==> src/rtl/membus_master.sv <==
// rtl/membus_master.sv - initiator for the 36-bit word memory bus (read, write, read-pause-write)
module membus_master #(
    parameter int TIMEOUT = 100
) (
    input  logic        i_clk,
    input  logic        i_reset_n,
    input  logic        i_req,
    input  logic        i_rd,
    input  logic        i_wr,
    input  logic [17:0] i_addr,
    input  logic [35:0] i_wdata,
    input  logic        i_wrrs,
    output logic [35:0] o_rdata,
    output logic        o_rdone,
    output logic        o_done,
    output logic        o_nxm,
    output logic        o_busy,
    output logic [17:0] o_address,
    output logic        o_read,
    output logic        o_write,
    output logic [35:0] o_writedata,
    input  logic [35:0] i_readdata,
    input  logic        i_waitrequest
);

    localparam logic [2:0] S_IDLE  = 3'd0;
    localparam logic [2:0] S_READ  = 3'd1;
    localparam logic [2:0] S_PAUSE = 3'd2;
    localparam logic [2:0] S_WRITE = 3'd3;
    localparam logic [2:0] S_GAP   = 3'd4;

    // Counter only ever needs to hold TIMEOUT-1; the edge that would reach TIMEOUT aborts instead.
    localparam int CW = (TIMEOUT > 1) ? $clog2(TIMEOUT) : 1;
    localparam logic [CW-1:0] TMO_LAST = CW'((TIMEOUT > 0) ? TIMEOUT - 1 : 0);

    logic [2:0]    state;
    logic          rmw;
    logic [CW-1:0] tmo_cnt;
    logic          tmo_hit;

    assign tmo_hit = (TIMEOUT != 0) && (tmo_cnt == TMO_LAST);

    always_ff @(posedge i_clk or negedge i_reset_n) begin
        if (!i_reset_n) begin
            state       <= S_IDLE;
            rmw         <= 1'b0;
            tmo_cnt     <= '0;
            o_rdata     <= '0;
            o_rdone     <= 1'b0;
            o_done      <= 1'b0;
            o_nxm       <= 1'b0;
            o_busy      <= 1'b0;
            o_address   <= '0;
            o_read      <= 1'b0;
            o_write     <= 1'b0;
            o_writedata <= '0;
        end else begin
            o_rdone <= 1'b0;
            o_done  <= 1'b0;
            o_nxm   <= 1'b0;
            case (state)
                S_IDLE: begin
                    if (i_req && (i_rd || i_wr)) begin
                        o_address <= i_addr;
                        rmw       <= i_rd & i_wr;
                        tmo_cnt   <= '0;
                        o_busy    <= 1'b1;
                        if (i_rd) begin
                            state  <= S_READ;
                            o_read <= 1'b1;
                        end else begin
                            o_writedata <= i_wdata;
                            state       <= S_WRITE;
                            o_write     <= 1'b1;
                        end
                    end
                end
                S_READ: begin
                    if (!i_waitrequest) begin
                        o_rdata <= i_readdata;
                        o_rdone <= 1'b1;
                        o_read  <= 1'b0;
                        if (rmw) begin
                            state <= S_PAUSE;
                        end else begin
                            state  <= S_GAP;
                            o_done <= 1'b1;
                        end
                    end else if (tmo_hit) begin
                        // Abandon the whole access, including any pending RMW write.
                        o_rdata <= '0;
                        o_read  <= 1'b0;
                        o_done  <= 1'b1;
                        o_nxm   <= 1'b1;
                        state   <= S_GAP;
                    end else begin
                        tmo_cnt <= tmo_cnt + CW'(1);
                    end
                end
                S_PAUSE: begin
                    if (i_wrrs) begin
                        o_writedata <= i_wdata;
                        o_write     <= 1'b1;
                        tmo_cnt     <= '0;
                        state       <= S_WRITE;
                    end
                end
                S_WRITE: begin
                    if (!i_waitrequest) begin
                        o_write <= 1'b0;
                        o_done  <= 1'b1;
                        state   <= S_GAP;
                    end else if (tmo_hit) begin
                        o_write <= 1'b0;
                        o_done  <= 1'b1;
                        o_nxm   <= 1'b1;
                        state   <= S_GAP;
                    end else begin
                        tmo_cnt <= tmo_cnt + CW'(1);
                    end
                end
                S_GAP: begin
                    // One idle cycle with strobes low so responder delay counters re-arm.
                    o_busy <= 1'b0;
                    state  <= S_IDLE;
                end
                default: begin
                    o_read  <= 1'b0;
                    o_write <= 1'b0;
                    o_busy  <= 1'b0;
                    state   <= S_IDLE;
                end
            endcase
        end
    end

endmodule
==> config.mk <==
export PLATFORM = sky130hd
export DESIGN_NAME = membus_master
export DESIGN_NICKNAME = d
export VERILOG_FILES = /design/src/rtl/membus_master.sv
export SDC_FILE = /design/constraint.sdc
export NUM_CORES = 1
export LEC_CHECK = 0
export ABC_AREA = 1
export BUFFER_PORTS_ARGS = -buffer_cell sky130_fd_sc_hd__buf_2
export CORE_AREA = 2 2 95 97
export CTS_BUF_LIST = sky130_fd_sc_hd__clkbuf_8
export CTS_CLUSTER_SIZE = 8
export DETAILED_ROUTE_END_ITERATION = 6
export DIE_AREA = 0 0 97 99
export PLACE_DENSITY_LB_ADDON = 0.3
export SLEW_MARGIN = 0
export SYNTH_ARGS = -nofsm -noshare
export SYNTH_HDL_FRONTEND = slang
export SYNTH_SLANG_ARGS = --single-unit
==> constraint.sdc <==
create_clock -name i_clk -period 3.2 [get_ports i_clk]
set_clock_uncertainty 0.1 [all_clocks]
set_input_delay 0.64 -clock i_clk [delete_from_list [all_inputs] [get_ports i_clk]]
set_output_delay 0.64 -clock i_clk [all_outputs]
set_load 0.01 [all_outputs]
==> reports/metrics.cfg <==
[power]
vdd_drop_max_v = 0.000528
switchingPower_uw = 2240
sw_frac_of_total = 0.415
finalPower_uw = 5390
seq_power_share = 0.427
powerDensity_nw_per_um2 = 968
power.share.clock = 0.150
p_comb_frac = 0.424
power.internal_uw = 3160
p_leak_uw = 0.00335

[worst_setup_path]
cpPeakStageDelay_ns = 0.40
r2r_slack_ns = 1.26
worst_path_most_repeated_cell = nand2_1
crit_type = register to register
worst_setup_path_start_kind = register
cp.arrival_ns = 2.08
crit_chain = ha_1, nand4_2, nand2_1, nand2_2, nand2_1, nand2_1
cp_num_buf_inv = 0
path_delay_family = simple AND/OR/NAND/NOR gates
critPathMaxFanout = 36
critPathRequiredTime_ns = 3.34
crit_path_top_delay_cell = dfrtp_1
endpoint_kind = register

[drt]
routed_via_density = 4.72
drtAntennaViolNets = 0
drc = 0
drt_pass1_iterations = 4
wire_per_inst_um = 12.6
drtIter0Drc = 183
num_vias = 3835
routed_wl_mm = 10.3

[synth]
syn_nets = 610
syn_avg_cell_area_um2 = 8.59
synth_cell_types = 23
yosys-top-cells-area = dfrtp_1, nand2_1, buf_6
synth_area_um2 = 4400
synth_seq_cells = 107
ys_seq_area_frac = 0.609
synth_top_area_share = 0.609
ys.warnings.count = 0
synth_top_area_cell = dfrtp_1
syn-instance-count = 512

[global_route]
grt_max_degree = 71
grt_pass1_vias = 3745
groute.usage.overall = 0.219
antenna_found_initial = 0
grt-ovfl-total = 0
grt_pass1_wl_mm = 17.2

[timing]
setup_slack_ns = 1.26
worst_pin_slew_ns = 0.634
setup_viol = 0
drv_slew = 0
rsz0062_at_grt = no
finalHoldViolations = 0
timing.slew.headroom = 0.576
fmax_ghz = 0.514
finalCritPeriodShare = 0.608
final.setup.tns_ns = 0
min_period_ns = 1.94

[die]
die_w_um = 97
start_util = 0.514
rows = 34
die_area_um2 = 9600
ios = 193
fp.dieH_um = 99
coreArea_um2 = 8550

[finish]
syn_to_final_growth_pct = 26.7
antennaDiodeCount = 0
layout-drive-gt1-share = 0.318
fin_nets = 798
design_area_um2 = 5570
mostFrequentLayoutCell = nand2_1
final_cell_mix = nand2_1, buf_2, dfrtp_1

[clock_tree]
cts_tree = done
cts-root-buf = clkbuf_8
post_cts_buffers = 0
htreeDepth = 3
cts-buffers-inserted = 9
clock_latency_ns = 0.36
clkTransAtPathRegs_ns = 0.09
cts_hold_buffers = 0
clockBufferDepth = 2
cts_resized = 0
cts_sinks = 107

[worst_hold_path]
hold_path.class = primary input to asynchronous set/reset pin

[job]
maxCapViolations = 0

[place]
io_buffer_count = 192
gp_congestion = 0.852
pre_cts_slack_ns = 1.03
post-dp-hpwl_mm = 7.49
placedInstanceArea_um2 = 5380

[status]
status = finished, final reports clean

[cell usage after synthesis, drive strengths merged]
cell,instances
ha,1
xnor2,2
buf,17
a21oi,2
o21a,1
nand4,2
nand2,318
o21ai,6
xor2,1
and3,2
inv,16
nor2,21
nand3,15
nor3,1
dfrtp,107
[logic make-up after synthesis]
| logic type | count (synthesis) | synth area share |
|---|---|---|
| buffers and inverters | 33 | 0.0469 |
| xor gates and xnor gates | 3 | 0.00597 |
| adders and majority gates | 1 | 0.00284 |
| and+or+nand+nor | 359 | 0.325 |
| DFF | 107 | 0.609 |
| AOI/OAI and AO/OA | 9 | 0.0108 |
[power by group through the flow]
| stage | combinational (uW) | clock, uW | sequential (uW) |
|---|---|---|---|
| after floorplan | 1220 | 0 | 2560 |
| after global placement | 2230 | 0 | 2300 |
| after detailed placement | 2340 | 0 | 2300 |
| after CTS | 2330 | 826 | 2300 |
| after global routing | 2590 | 880 | 2380 |
| final | 2290 | 806 | 2300 |
[registers in the layout, indices dropped and copies added, names as in the netlist]
| name | cells |
|---|---|
| o_rdata | 36 |
| o_writedata | 36 |
| o_address | 18 |
| tmo_cnt | 7 |
| state | 3 |
| o_busy | 1 |
| o_done | 1 |
| o_nxm | 1 |
| o_rdone | 1 |
| o_read | 1 |
| o_write | 1 |
| rmw | 1 |
[stage by stage]
step           instances  hold WS [ns]   util
6_report             813         0.132  0.652
5_1_grt              813         0.162  0.652
4_1_cts              813         0.138  0.652
3_5_place_dp         797         0.355  0.629
3_3_place_gp         797         0.348  0.629
2_1_floorplan        512         0.244      -
[final timing paths]
path | startpoint | end | depth (start not counted)
max | tmo_cnt[0] | o_rdata[5] | 6
min | i_reset_n | o_rdata[10] | 1
max reg2reg | tmo_cnt[0] | o_rdata[5] | 6
min reg2reg | o_rdata[15] | o_rdata[15] | 2
max in group asynchronous | i_reset_n | o_writedata[28] | 2
min in group i_clk | i_wdata[25] | o_writedata[25] | 3
[area by class of cell]
class / instances / area [um2]
fillers: 771 / 2980
flip-flops and latches: 107 / 2680
multi-input cells: 372 / 1520
repair buffers: 194 / 991
well taps: 108 / 135
clock buffers: 9 / 124
clock inverters: 7 / 70.1
inverters: 16 / 60.1
[per-layer routing]
layer / vias up / wire length (um) / GRT usage / share of wire
met5: - / 0 / 0 / 0
met4: 0 / 151 / 0.0791 / 0.015
met3: 15 / 775 / 0.0518 / 0.075
met2: 156 / 4820 / 0.361 / 0.47
met1: 1737 / 4540 / 0.286 / 0.44
li1: 1927 / - / - / -
Note: power is estimated with default switching activity, not from simulation.
